**src/rtl/door_pkg.sv**
```systemverilog
// door_pkg
//   Shared definitions for the garage door input conditioner:
//   debouncer state encoding and the default debounce length.
package door_pkg;

  // Bit 1 of the encoding is the debounced level, so STABLE_HI/WAIT_LO read as 1.
  typedef enum logic [1:0] {
    STABLE_LO = 2'b00,
    WAIT_HI   = 2'b01,
    STABLE_HI = 2'b11,
    WAIT_LO   = 2'b10
  } deb_state_t;

  localparam int DEFAULT_DEBOUNCE_CYCLES = 16;

endpackage

```
**src/rtl/door_input_conditioner_if.sv**
```systemverilog
// door_input_conditioner_if
//   Groups the raw switch inputs and the conditioned outputs of the door
//   input conditioner.
//   Raw side  : Btn_Raw, Up_Lim_Raw, Dn_Lim_Raw (driven by the master)
//   Clean side: Activate, UP_Max, DN_Max, Limit_Fault (driven by the slave)
interface door_input_conditioner_if;

  logic Btn_Raw;
  logic Up_Lim_Raw;
  logic Dn_Lim_Raw;
  logic Activate;
  logic UP_Max;
  logic DN_Max;
  logic Limit_Fault;

  modport master (
    output Btn_Raw, Up_Lim_Raw, Dn_Lim_Raw,
    input  Activate, UP_Max, DN_Max, Limit_Fault
  );

  modport slave (
    input  Btn_Raw, Up_Lim_Raw, Dn_Lim_Raw,
    output Activate, UP_Max, DN_Max, Limit_Fault
  );

endinterface

```
**src/rtl/input_debouncer.sv**
```systemverilog
// input_debouncer
//   Two-flop synchroniser followed by a debounce FSM with a hold counter.
//   The output follows the synchronised input only after it has held a new
//   value for DEBOUNCE_CYCLES consecutive cycles.
//   Ports:
//     CLK   - system clock, rising edge
//     RST   - asynchronous active-low reset
//     Raw   - asynchronous raw input
//     Level - registered debounced level
//
//   state     | meaning
//   ----------+-------------------------------------------------
//   STABLE_LO | output low, input agrees
//   WAIT_HI   | output low, input high, counting toward a rise
//   STABLE_HI | output high, input agrees
//   WAIT_LO   | output high, input low, counting toward a fall
module input_debouncer
  import door_pkg::*;
#(
  parameter int DEBOUNCE_CYCLES = DEFAULT_DEBOUNCE_CYCLES,
  parameter int CNT_W           = $clog2(DEBOUNCE_CYCLES + 1)
) (
  input  logic CLK,
  input  logic RST,
  input  logic Raw,
  output logic Level
);

  localparam logic [CNT_W-1:0] CNT_ONE  = CNT_W'(1);
  localparam logic [CNT_W-1:0] CNT_LAST = CNT_W'(DEBOUNCE_CYCLES - 1);

  logic             sync_1;
  logic             sync_2;
  deb_state_t       state_q;
  deb_state_t       state_d;
  logic [CNT_W-1:0] cnt_q;
  logic [CNT_W-1:0] cnt_d;

  always_ff @(posedge CLK or negedge RST) begin
    if (!RST) begin
      sync_1 <= 1'b0;
      sync_2 <= 1'b0;
    end else begin
      sync_1 <= Raw;
      sync_2 <= sync_1;
    end
  end

  always_ff @(posedge CLK or negedge RST) begin
    if (!RST) begin
      state_q <= STABLE_LO;
      cnt_q   <= '0;
      Level   <= 1'b0;
    end else begin
      state_q <= state_d;
      cnt_q   <= cnt_d;
      // Level decodes the current state, adding one register stage.
      Level   <= (state_q == STABLE_HI) || (state_q == WAIT_LO);
    end
  end

  // The counter only runs in the WAIT states and is capped at CNT_LAST.
  always_comb begin
    state_d = state_q;
    cnt_d   = '0;
    case (state_q)
      STABLE_LO: begin
        if (sync_2) begin
          state_d = WAIT_HI;
          cnt_d   = CNT_ONE;
        end
      end
      WAIT_HI: begin
        if (!sync_2) begin
          state_d = STABLE_LO;
        end else if (cnt_q == CNT_LAST) begin
          state_d = STABLE_HI;
        end else begin
          cnt_d = cnt_q + CNT_ONE;
        end
      end
      STABLE_HI: begin
        if (!sync_2) begin
          state_d = WAIT_LO;
          cnt_d   = CNT_ONE;
        end
      end
      WAIT_LO: begin
        if (sync_2) begin
          state_d = STABLE_HI;
        end else if (cnt_q == CNT_LAST) begin
          state_d = STABLE_LO;
        end else begin
          cnt_d = cnt_q + CNT_ONE;
        end
      end
      default: state_d = STABLE_LO;
    endcase
  end

endmodule

```
**src/rtl/door_input_conditioner.sv**
```systemverilog
// door_input_conditioner
//   Front end for the garage door controller. Debounces the push-button and
//   both limit switches, turns a button press into a one-cycle Activate
//   pulse, and flags (and blocks activation during) the both-limits fault.
//   Ports:
//     CLK - system clock, rising edge
//     RST - asynchronous active-low reset
//     dif - slave side of door_input_conditioner_if:
//           Btn_Raw, Up_Lim_Raw, Dn_Lim_Raw in;
//           Activate, UP_Max, DN_Max, Limit_Fault out
module door_input_conditioner
  import door_pkg::*;
#(
  parameter int DEBOUNCE_CYCLES = DEFAULT_DEBOUNCE_CYCLES,
  parameter int CNT_W           = $clog2(DEBOUNCE_CYCLES + 1)
) (
  input  logic                      CLK,
  input  logic                      RST,
  door_input_conditioner_if.slave   dif
);

  logic btn_level;
  logic btn_level_q;
  logic up_level;
  logic dn_level;
  logic act_q;
  logic fault_q;
  logic both_limits;

  input_debouncer #(.DEBOUNCE_CYCLES(DEBOUNCE_CYCLES), .CNT_W(CNT_W)) u_btn (
    .CLK   (CLK),
    .RST   (RST),
    .Raw   (dif.Btn_Raw),
    .Level (btn_level)
  );

  input_debouncer #(.DEBOUNCE_CYCLES(DEBOUNCE_CYCLES), .CNT_W(CNT_W)) u_up (
    .CLK   (CLK),
    .RST   (RST),
    .Raw   (dif.Up_Lim_Raw),
    .Level (up_level)
  );

  input_debouncer #(.DEBOUNCE_CYCLES(DEBOUNCE_CYCLES), .CNT_W(CNT_W)) u_dn (
    .CLK   (CLK),
    .RST   (RST),
    .Raw   (dif.Dn_Lim_Raw),
    .Level (dn_level)
  );

  assign both_limits = up_level & dn_level;

  always_ff @(posedge CLK or negedge RST) begin
    if (!RST) begin
      btn_level_q <= 1'b0;
      act_q       <= 1'b0;
      fault_q     <= 1'b0;
    end else begin
      btn_level_q <= btn_level;
      act_q       <= btn_level & ~btn_level_q;
      fault_q     <= both_limits;
    end
  end

  // Gating on both the registered fault and the live limit pair covers the
  // first fault cycle too; a suppressed pulse is simply lost.
  assign dif.Activate    = act_q & ~fault_q & ~both_limits;
  assign dif.UP_Max      = up_level;
  assign dif.DN_Max      = dn_level;
  assign dif.Limit_Fault = fault_q;

endmodule

```
**src/flat_wrapper.sv**
```systemverilog
// flat-port wrapper written by rule: the top's interface ports become plain ports
module door_input_conditioner_flat import door_pkg::*;
#(
  parameter int DEBOUNCE_CYCLES = DEFAULT_DEBOUNCE_CYCLES,
  parameter int CNT_W           = $clog2(DEBOUNCE_CYCLES + 1)
)
  (CLK, RST, dif_Btn_Raw, dif_Up_Lim_Raw, dif_Dn_Lim_Raw, dif_Activate, dif_UP_Max, dif_DN_Max, dif_Limit_Fault);
  door_input_conditioner_if dif_i ();
  input  logic CLK;
  input  logic RST;
  input wire logic [$bits(dif_i.Btn_Raw)-1:0] dif_Btn_Raw;
  input wire logic [$bits(dif_i.Up_Lim_Raw)-1:0] dif_Up_Lim_Raw;
  input wire logic [$bits(dif_i.Dn_Lim_Raw)-1:0] dif_Dn_Lim_Raw;
  output wire logic [$bits(dif_i.Activate)-1:0] dif_Activate;
  output wire logic [$bits(dif_i.UP_Max)-1:0] dif_UP_Max;
  output wire logic [$bits(dif_i.DN_Max)-1:0] dif_DN_Max;
  output wire logic [$bits(dif_i.Limit_Fault)-1:0] dif_Limit_Fault;
  assign dif_i.Btn_Raw = dif_Btn_Raw;
  assign dif_i.Up_Lim_Raw = dif_Up_Lim_Raw;
  assign dif_i.Dn_Lim_Raw = dif_Dn_Lim_Raw;
  assign dif_Activate = dif_i.Activate;
  assign dif_UP_Max = dif_i.UP_Max;
  assign dif_DN_Max = dif_i.DN_Max;
  assign dif_Limit_Fault = dif_i.Limit_Fault;
  door_input_conditioner #(.DEBOUNCE_CYCLES(DEBOUNCE_CYCLES), .CNT_W(CNT_W)) u_core (.CLK(CLK), .RST(RST), .dif(dif_i));
endmodule
```
**config.mk**
```make
export PLATFORM = sky130hd
export DESIGN_NAME = door_input_conditioner_flat
export DESIGN_NICKNAME = d
export VERILOG_FILES = /design/src/rtl/door_pkg.sv /design/src/rtl/door_input_conditioner_if.sv /design/src/rtl/input_debouncer.sv /design/src/rtl/door_input_conditioner.sv /design/src/flat_wrapper.sv
export SDC_FILE = /design/constraint.sdc
export NUM_CORES = 1
export LEC_CHECK = 0
export ABC_AREA = 1
export CAP_MARGIN = 20
export CORE_MARGIN = 3
export CORE_UTILIZATION = 40
export CTS_BUF_LIST = sky130_fd_sc_hd__clkbuf_4 sky130_fd_sc_hd__clkbuf_8 sky130_fd_sc_hd__clkbuf_16
export CTS_CLUSTER_DIAMETER = 150
export DETAILED_ROUTE_END_ITERATION = 8
export DONT_BUFFER_PORTS = 1
export HOLD_SLACK_MARGIN = 0.12
export PLACE_DENSITY_LB_ADDON = 0.25
export RECOVER_POWER = 50
export SYNTH_ARGS = -nofsm -noshare
export SYNTH_HDL_FRONTEND = slang
export SYNTH_SLANG_ARGS = --single-unit
export TNS_END_PERCENT = 50
```
**constraint.sdc**
```tcl
create_clock -name CLK -period 1.29 [get_ports CLK]
set_clock_uncertainty 0.05 [all_clocks]
set_input_delay 0.129 -clock CLK [delete_from_list [all_inputs] [get_ports CLK]]
set_output_delay 0.129 -clock CLK [all_outputs]
set_load 0.01 [all_outputs]
```
==> results of run 1 <==
through the flow:
stage / TNS (ns) / util, % / power (mW) / hold slack (ns)
floorplan: 0 / - / 2.47 / -0.217
global placement: -0.138 / 47.4 / 2.91 / -0.216
detailed placement: -0.771 / 47.4 / 2.99 / -0.216
CTS: -0.0362 / 55.0 / 4.11 / 0.260
global route: -0.864 / 58.3 / 4.87 / 0.309
finish: -0.0460 / 58.3 / 4.49 / 0.299
final timing paths:
| kind | end | startpoint | slack (ns) | cells after the start |
|---|---|---|---|---|
| worst max-delay path | u_core.u_dn.state_q[0]$_DFFE_PN0P_ | u_core.u_dn.state_q[0]$_DFFE_PN0P_ | -0.03 | 5 |
| max in group asynchronous | u_core.u_btn.state_q[1]$_DFFE_PN0P_ | RST | 0.18 | 2 |
| worst max register to register | u_core.u_dn.state_q[0]$_DFFE_PN0P_ | u_core.u_dn.state_q[0]$_DFFE_PN0P_ | -0.03 | 5 |
| worst min register to register | u_core.u_up.sync_2$_DFF_PN0_ | u_core.u_up.sync_1$_DFF_PN0_ | 0.30 | 0 |
| min in group asynchronous | u_core.u_dn.cnt_q[2]$_DFF_PN0_ | RST | 0.45 | 2 |
| worst min-delay path | u_core.u_up.sync_2$_DFF_PN0_ | u_core.u_up.sync_1$_DFF_PN0_ | 0.30 | 0 |
layout make-up:
type | instances | share of cell area (%)
inverter | 26 | 4.52
sequential | 33 | 37.4
tap | 48 | 2.71
clock buffer | 8 | 4.12
multi-input combinational | 120 | 40.4
timing repair buffer | 30 | 10.8
flip-flops by register name, summed over array words and instances, names as in the netlist, 2 cells and up:
register and flops:
u_core.u_btn.cnt_q 5, u_core.u_dn.cnt_q 5, u_core.u_up.cnt_q 5, u_core.u_btn.state_q 2
u_core.u_dn.state_q 2, u_core.u_up.state_q 2
worst max-delay path: cells and delay by family (launching register included):
| kind | cells | cell delay [ns] |
|---|---|---|
| adder cells (fa/ha/maj) | 1 | 0.21 |
| buffers and inverters | 1 | 0.15 |
| AO/OA/AOI/OAI | 1 | 0.27 |
| AND/OR/NAND/NOR | 2 | 0.16 |
| flip-flops | 1 | 0.41 |
cells in the final DEF, fill, tap and decap left out, types with 2 or more instances in the layout:
master         Yosys  routed
o211a_1            2       2
clkbuf_4           0       3
ha_4               0       6
dfrtp_2            0       2
o21ai_4            0       2
dlygate4sd3_1      0       4
xor2_1             3       3
inv_1             26      14
ha_1              18       9
a21oi_1           13       8
nand2_1           35      29
nor2_2             0       2
nor2_1            18      16
a21oi_2            0       4
inv_2              0      11
buf_6              0       2
nand3_2            0       3
dfrtp_1           33      31
nand2_2            2       5
nand2_4            2       5
buf_4              0      23
nand3_1           16      13
nand4_1            3       3
o21ai_0            5       3
clkbuf_8           0       5
ha_2               0       3
layer usage:
layer | track usage, % | wire (microns) | up-vias
li1 | - | - | 640
met1 | 14.8 | 1290 | 624
met3 | 5.47 | 101 | 7
met2 | 22.6 | 1680 | 15
met5 | 0 | 0 | -
met4 | 6.38 | 72 | 0
power groups by stage:
stage          Combinational (mW)  Sequential (mW)  Clock [mW]
2_1_floorplan                1.04             1.43           0
3_3_place_gp                 1.46             1.45           0
3_5_place_dp                 1.52             1.47           0
4_1_cts                      1.83             1.46       0.824
5_1_grt                      2.47             1.52       0.875
6_report                     2.22             1.49       0.782
cell families after synthesis:
family | share of synthesized area (%)
and+or+nand+nor | 20.7
DFF | 50.3
buffers and inverters | 5.94
AOI/OAI and AO/OA | 7.77
adders and majority gates | 13.7
xor gates and xnor gates | 1.60
what timing repair did:
item	CTS	global route
buffers inserted	9	4
pin swaps	12	12
hold buffers	5	0
endpoints found under the hold margin	36	0
setup endpoints to repair	17	18
resized for setup	25	30
==> results.json, run 1 <==
{
  "io_buffers": 0,
  "drcViolationCount": 0,
  "cts_sinks": 33,
  "htree_levels": 2,
  "cpPeakStageDelay_ns": 0.41,
  "required_ns": 1.46,
  "dp.cells": 239,
  "cp_data_arrival_time_ns": 1.49,
  "die_area_sq_um": 4910,
  "core_sq_um": 3800,
  "synth_top_area_cell": "dfrtp_1",
  "fmaxAchievable_mhz": 757,
  "antenna_cells": 0,
  "fin_area_sq_um": 2220,
  "synth-seq-cells": 33,
  "grt_pass1_wl_mm": 5.20,
  "gp_congestion": 0.795,
  "seq_power_share_pct": 33.1,
  "yosysMostFrequentCell": "nand2_1",
  "failed_checks": "negative setup slack",
  "worst_slack_ns": -0.0302,
  "routed_wl_mm": 3.14,
  "switchingPower_mw": 1.69,
  "layoutNonFillerInstCount": 265,
  "ys_seq_area_share_pct": 50.3,
  "overflow": 0,
  "std_cell_rows": 22,
  "pwr_density_cell_nw_per_um2": 2030,
  "synth_top_area_share_pct": 50.3,
  "crit_chain": "buf_4, ha_2, o21ai_0, nand3_2, nand2_1",
  "avgSynthCellArea_sq_um": 9.17,
  "holdCritPathClass": "reg -> reg",
  "ys.flop_type": "dfrtp_1",
  "crit_path_end_kind": "register",
  "async_reset_ff_share_pct": 100,
  "hpwl_mm": 2.01,
  "intPower_mw": 2.80,
  "place_ws_ns": -0.117,
  "grt_max_degree": 34,
  "first_pass_iters": 4,
  "p_leak_nw": 1.11,
  "detail_route.wl_per_cell_microns": 11.9,
  "grt_pass1_vias": 1231,
  "dpl-instance-area_sq_um": 1800,
  "die_w_microns": 70.1,
  "maxSlewViolCount": 0,
  "hold_viol_final": 0,
  "yosys-top-cells-area": "dfrtp_1 50%, ha_1 14%, nand2_1 8.0%, inv_1 5.9%, nand3_1 4.9%",
  "synth_edf_count": 0,
  "critPathKind": "reg -> reg",
  "die_h_microns": 70.1,
  "period_share_pct": 102,
  "initial_core_util_pct": 43.2,
  "io_pins": 9,
  "syn_area_sq_um": 1640,
  "drive_above_1_share_pct": 37.3,
  "synthCells": 179,
  "grt_antenna_before_repair": 0,
  "seqCellArea_sq_um": 828,
  "clockBufferDepth": 2,
  "ys.warnings.count": 0,
  "synth_nets": 202,
  "rsz0062_at_grt": "yes",
  "switching_share_pct": 37.7,
  "yosys.cell_types.count": 15,
  "multi_input_area_sq_um": 896,
  "status": "finished, violations left",
  "final.min_clock_period_ns": 1.32,
  "via_per_inst": 4.85,
  "yosys-top-cells-count": "35 x nand2_1, 33 x dfrtp_1, 26 x inv_1",
  "clk_pin_slew_ns": 0.06,
  "drt_iter0_drc": 31,
  "root_buffer": "clkbuf_8",
  "cts_tree": "done",
  "cts_buffers": 5,
  "start_kind": "register",
  "fin_nets": 239,
  "crit_fanout": 3,
  "clkLatencyLatePin_ns": 0.28,
  "setup_violations": 5,
  "area_delta_synth_final_pct": 35.0,
  "num-fill-cells": 321,
  "clockPowerShare_pct": 17.4,
  "worst_pin_slew_ns": 0.809,
  "drv_cap": 0,
  "ant_nets": 0,
  "vias": 1286,
  "vdd_ir_drop_max_v": 0.00106,
  "slew_headroom_pct": 46.1,
  "grt_use_total_pct": 13.5,
  "cp_slowest_cell": "dfrtp_1",
  "power_frac_comb_pct": 49.5
}
No activity file was read; power rests on OpenSTA's default activity.
==> run 2, diff against run 1 <==
--- a/config.mk
+++ b/config.mk
@@ -16,6 +16,7 @@
 export HOLD_SLACK_MARGIN = 0.12
 export PLACE_DENSITY_LB_ADDON = 0.25
 export RECOVER_POWER = 50
+export SKIP_LAST_GASP = 1
 export SYNTH_ARGS = -nofsm -noshare
 export SYNTH_HDL_FRONTEND = slang
 export SYNTH_SLANG_ARGS = --single-unit
==> run 2 against run 1 <==
  * The run still ends with negative setup slack left
  * Power shrank 0.80%
  * Die area is the same
  * Clock power is essentially flat
  * Sequential share of layout area grew 0.21 points
  * Utilization shrank 0.33 points
  * Maximum frequency grew 0.49%
  * Largest power group unchanged
  * Highest routed layer unchanged
==> results.json, run 2 (synthesized netlist as in run 1, its figures left out) <==
{
  "status": "finished, violations left",
  "failed_checks": "negative setup slack",
  "dp.cells": 239,
  "start_kind": "register",
  "htree_levels": 2,
  "first_pass_iters": 4,
  "switching_share_pct": 37.4,
  "layoutNonFillerInstCount": 265,
  "drt_iter0_drc": 30,
  "grt_pass1_wl_mm": 5.20,
  "drive_above_1_share_pct": 35.5,
  "clkLatencyLatePin_ns": 0.28,
  "pwr_density_cell_nw_per_um2": 2020,
  "hpwl_mm": 2.01,
  "detail_route.wl_per_cell_microns": 11.7,
  "cp_data_arrival_time_ns": 1.49,
  "place_ws_ns": -0.117,
  "overflow": 0,
  "cts_tree": "done",
  "crit_fanout": 3,
  "vias": 1279,
  "worst_slack_ns": -0.0237,
  "setup_violations": 3,
  "grt_pass1_vias": 1231,
  "final_cell_mix": "31 x dfrtp_1, 30 x nand2_1, 23 x buf_4",
  "critPathLaunch": "u_core.u_dn.state_q[0]$_DFFE_PN0P_",
  "io_buffers": 0,
  "ant_nets": 0,
  "fmaxAchievable_mhz": 761,
  "seq_power_share_pct": 33.2,
  "fin_nets": 239,
  "vdd_ir_drop_max_v": 0.00102,
  "cts_sinks": 33,
  "maxSlewViolCount": 0,
  "clk_pin_slew_ns": 0.06,
  "grt_max_degree": 34,
  "switchingPower_mw": 1.67,
  "total_power_mw": 4.46,
  "final_common_cell": "dfrtp_1",
  "drv_cap": 0,
  "routed_wl_mm": 3.11,
  "final.min_clock_period_ns": 1.31,
  "die_area_sq_um": 4910,
  "io_pins": 9,
  "period_share_pct": 102,
  "clockPowerShare_pct": 17.5,
  "die_w_microns": 70.1,
  "grt_use_total_pct": 13.5,
  "holdCritPathClass": "reg -> reg",
  "power_frac_comb_pct": 49.2,
  "r2r_setup_slack_ns": -0.02,
  "worst_pin_slew_ns": 0.805,
  "initial_core_util_pct": 43.2,
  "die_h_microns": 70.1,
  "std_cell_rows": 22,
  "p_leak_nw": 1.11,
  "cts_buffers": 5,
  "slew_headroom_pct": 46.3,
  "utilization_pct": 58.0,
  "rsz0062_at_grt": "yes",
  "core_sq_um": 3800,
  "gp_congestion": 0.795,
  "intPower_mw": 2.79,
  "clockBufferDepth": 2,
  "antenna_cells": 0,
  "r2r_end": "u_core.u_dn.state_q[0]$_DFFE_PN0P_",
  "grt_antenna_before_repair": 0,
  "hold_viol_final": 0,
  "critPathKind": "reg -> reg",
  "largestRegisters": "u_core.u_btn.cnt_q x5, u_core.u_dn.cnt_q x5, u_core.u_up.cnt_q x5",
  "cp-endpoint": "u_core.u_dn.state_q[0]$_DFFE_PN0P_",
  "required_ns": 1.46,
  "drcViolationCount": 0,
  "area_delta_synth_final_pct": 34.2,
  "crit_path_end_kind": "register",
  "worstReg2RegStart": "u_core.u_dn.state_q[0]$_DFFE_PN0P_",
  "r2r_cells": 5,
  "via_per_inst": 4.83,
  "root_buffer": "clkbuf_8"
}
## run 2: cell types whose count changed in the layout (fill, tap and decap cells not counted)
cell     before  now
nand3_2       3    2
nand2_2       5    4
nor2_2        2    1
nand2_1      29   30
nand3_1      13   14
nor2_1       16   17
inv_1        14   15
inv_4         1    0
## run 2: cell type report
type	count	area [sq um]
Clock buffer	8	91.3
Tap cell	48	60.1
Sequential cell	33	828
Multi-Input combinational cell	120	886
Timing Repair Buffer	30	240
Fill cell	323	1600
Inverter	26	97.6
## run 2: routing by layer
layer / up-vias / track usage, % / wire length (microns)
met2: 17 / 22.6 / 1630
met5: - / 0 / 0
met1: 614 / 14.8 / 1300
met4: 0 / 6.38 / 72
met3: 7 / 5.47 / 104
li1: 641 / - / -
## run 2: per-stage QoR
| stage | setup TNS (ns) | cell area [sq um] | hold slack, ns |
|---|---|---|---|
| 2_1_floorplan | 0 | 1650 | -0.217 |
| 3_3_place_gp | -0.138 | 1800 | -0.216 |
| 3_5_place_dp | -0.771 | 1800 | -0.216 |
| 4_1_cts | -0.0530 | 2090 | 0.260 |
| 5_1_grt | -0.932 | 2200 | 0.309 |
| 6_report | -0.0328 | 2200 | 0.299 |
## run 2: repair_timing
item	in CTS	in global routing
buffers inserted	9	4
hold buffers	5	0
endpoints found under the setup margin	17	18
gates resized for setup	25	25
pin swaps	11	12
endpoints found under the hold margin	36	0
## run 2: worst min-delay path by stage
| stage | from | endpoint | slack (ns) | cells after the start |
|---|---|---|---|---|
| 2_1_floorplan | RST | u_core.act_q$_DFF_PN0_ | -0.22 | 0 |
| 3_3_place_gp | RST | u_core.u_up.cnt_q[3]$_DFF_PN0_ | -0.22 | 0 |
| 3_5_place_dp | RST | u_core.u_up.cnt_q[3]$_DFF_PN0_ | -0.22 | 0 |
| 4_1_cts | RST | u_core.u_dn.cnt_q[2]$_DFF_PN0_ | 0.26 | 2 |
| 5_1_grt | u_core.u_dn.sync_1$_DFF_PN0_ | u_core.u_dn.sync_2$_DFF_PN0_ | 0.31 | 0 |
| 6_report | u_core.u_up.sync_1$_DFF_PN0_ | u_core.u_up.sync_2$_DFF_PN0_ | 0.30 | 0 |
## run 2: power by group through the flow
stage                     logic [mW]  clock network [mW]  registers [mW]
final                           2.19               0.782            1.48
after floorplan                 1.04                   0            1.43
after CTS                       1.83               0.824            1.46
after detailed placement        1.52                   0            1.47
after global routing            2.45               0.875            1.51
after global placement          1.46                   0            1.45
## run 2: critical path, stage by stage, from the launching register on
cell and delay [ns]:
dfrtp_1 0.41, buf_4 0.15, ha_2 0.21, o21ai_0 0.27
nand3_2 0.10, nand2_1 0.06
==> run 3, diff against run 2 <==
--- a/config.mk
+++ b/config.mk
@@ -14,10 +14,9 @@
 export DETAILED_ROUTE_END_ITERATION = 8
 export DONT_BUFFER_PORTS = 1
 export HOLD_SLACK_MARGIN = 0.12
-export PLACE_DENSITY_LB_ADDON = 0.25
 export RECOVER_POWER = 50
 export SKIP_LAST_GASP = 1
 export SYNTH_ARGS = -nofsm -noshare
 export SYNTH_HDL_FRONTEND = slang
 export SYNTH_SLANG_ARGS = --single-unit
-export TNS_END_PERCENT = 50
+export TNS_END_PERCENT = 10
==> run 3 against run 2 <==
  * The run still ends with negative setup slack left
  * Sequential share of layout area decreased by 0.39 points
  * Setup slack got worse by 0.011 ns
  * Design area increased by 0.91%
  * Critical endpoint is now u_core.u_btn.cnt_q[1]$_DFF_PN0_
  * Highest routed layer unchanged
==> results.json, run 3 (synthesized netlist as in run 1, its figures left out) <==
{
  "status": "finished, violations left",
  "failed_checks": "negative setup slack",
  "grt_antenna_before_repair": 0,
  "grt_max_degree": 34,
  "slew_headroom_pct": 47.1,
  "root_buffer": "clkbuf_8",
  "routed_wl_mm": 3.16,
  "critPathKind": "reg -> reg",
  "first_pass_iters": 4,
  "fin_nets": 237,
  "crit_buf_inv": 2,
  "cts_buffers": 5,
  "htree_levels": 2,
  "cp_common_cell": "nand2_4",
  "critical_path.top_delay_family": "flip-flops",
  "initial_core_util_pct": 43.2,
  "via_per_inst": 4.82,
  "m1WireLength_mm": 1.34,
  "crit_chain": "inv_4, ha_2, nand2_2, nand2_4, nand2_4, buf_4, nor2_1",
  "core_sq_um": 3800,
  "utilization_pct": 58.5,
  "crit_fanout": 4,
  "hpwl_mm": 2.06,
  "detail_route.wl_per_cell_microns": 12.0,
  "ant_nets": 0,
  "dr_wl_met2_mm": 1.70,
  "fmaxAchievable_mhz": 755,
  "final_cell_mix": "32 x dfrtp_1, 27 x nand2_1, 23 x buf_4",
  "total_power_mw": 4.68,
  "finalSetupTns_ns": -0.101,
  "cts_tree": "done",
  "cts_sinks": 33,
  "wl_met3_microns": 84,
  "worst_pin_slew_ns": 0.794,
  "cp_data_arrival_time_ns": 1.48,
  "highest_layer": "met4",
  "holdCritPathClass": "reg -> reg",
  "final_common_cell": "dfrtp_1",
  "crit_path_end_kind": "register",
  "drcViolationCount": 0,
  "largestRegisters": "u_core.u_btn.cnt_q x5, u_core.u_dn.cnt_q x5, u_core.u_up.cnt_q x5",
  "clkLatencyLatePin_ns": 0.28,
  "num-fill-cells": 334,
  "cp_slowest_cell": "dfrtp_2",
  "start_kind": "register",
  "io_buffers": 0,
  "drv_cap": 0,
  "drive_above_1_share_pct": 37.2,
  "grt_pass1_vias": 1303,
  "grt_use_total_pct": 13.6,
  "cpPeakStageDelay_ns": 0.46,
  "vias": 1267,
  "std_cell_rows": 22,
  "clockBufferDepth": 2,
  "setup_violations": 7,
  "pwr_density_cell_nw_per_um2": 2100,
  "p_leak_nw": 1.11,
  "clk_pin_slew_ns": 0.07,
  "antenna_cells": 0,
  "vdd_ir_drop_max_v": 0.00112,
  "period_share_pct": 103,
  "grt_pass1_wl_mm": 5.33,
  "r2r_setup_slack_ns": -0.03,
  "overflow": 0,
  "area_delta_synth_final_pct": 35.4,
  "hold_viol_final": 0,
  "die_h_microns": 70.1,
  "die_area_sq_um": 4910,
  "rsz0062_at_grt": "yes",
  "io_pins": 9,
  "drt_iter0_drc": 47,
  "worst_slack_ns": -0.0347,
  "maxSlewViolCount": 0,
  "required_ns": 1.45,
  "final.min_clock_period_ns": 1.32,
  "gp_congestion": 0.808,
  "die_w_microns": 70.1
}
[run 3: cell types whose count changed in the layout (fill, tap and decap cells not counted), moves of 2 or more]
cell	previous run	this run
buf_6	2	0
nand2_1	30	27
clkbuf_4	3	1
ha_1	9	5
nand2_4	5	7
ha_2	3	8
[run 3: through the flow]
step	cells	hold WS [ns]	worst slack (ns)	area (sq um)
final	263	0.285	-0.0347	2220
after global routing	263	0.310	-0.111	2220
after CTS	257	0.248	-0.0293	2060
after detailed placement	241	-0.216	-0.0984	1810
after global placement	241	-0.216	-0.0534	1810
after floorplan	179	-0.217	-0.0411	1650
[run 3: repair_timing]
item,CTS,global route
setup endpoints to repair,17,20
resized for setup,18,36
pin swaps,7,18
hold buffers,5,0
hold endpoints to repair,36,0
buffers inserted,3,6
[run 3: power breakdown]
group / internal (mW) / switching, mW
combinational: 1.05 / 1.15
sequential: 1.27 / 0.214
clock: 0.650 / 0.344
[run 3: worst paths after layout]
check,start,endpoint,cells past startpoint
setup / recovery,u_core.u_btn.state_q[1]$_DFFE_PN0P_,u_core.u_btn.cnt_q[1]$_DFF_PN0_,7
hold / removal,u_core.u_dn.sync_1$_DFF_PN0_,u_core.u_dn.sync_2$_DFF_PN0_,0
setup reg to reg,u_core.u_btn.state_q[1]$_DFFE_PN0P_,u_core.u_btn.cnt_q[1]$_DFF_PN0_,7
hold reg to reg,u_core.u_dn.sync_1$_DFF_PN0_,u_core.u_dn.sync_2$_DFF_PN0_,0
max in group asynchronous,RST,u_core.u_btn.state_q[1]$_DFFE_PN0P_,2
min in group asynchronous,RST,u_core.u_dn.cnt_q[4]$_DFF_PN0_,2
[run 3: cell type report]
cell class	count	area [sq um]	area share [%]
Multi-Input combinational cell	120	898	40.4
Clock inverter	1	30.0	1.35
Clock buffer	7	90.1	4.05
Inverter	26	100	4.50
Timing Repair Buffer	28	218	9.79
Tap cell	48	60.1	2.70
Sequential cell	33	827	37.2
[run 3: metal layers]
metal  up-vias  GRT usage (%)
met1       609           14.7
met2        16           24.4
li1        638              -
met3         4           4.75
met5         -              0
met4         0           4.47
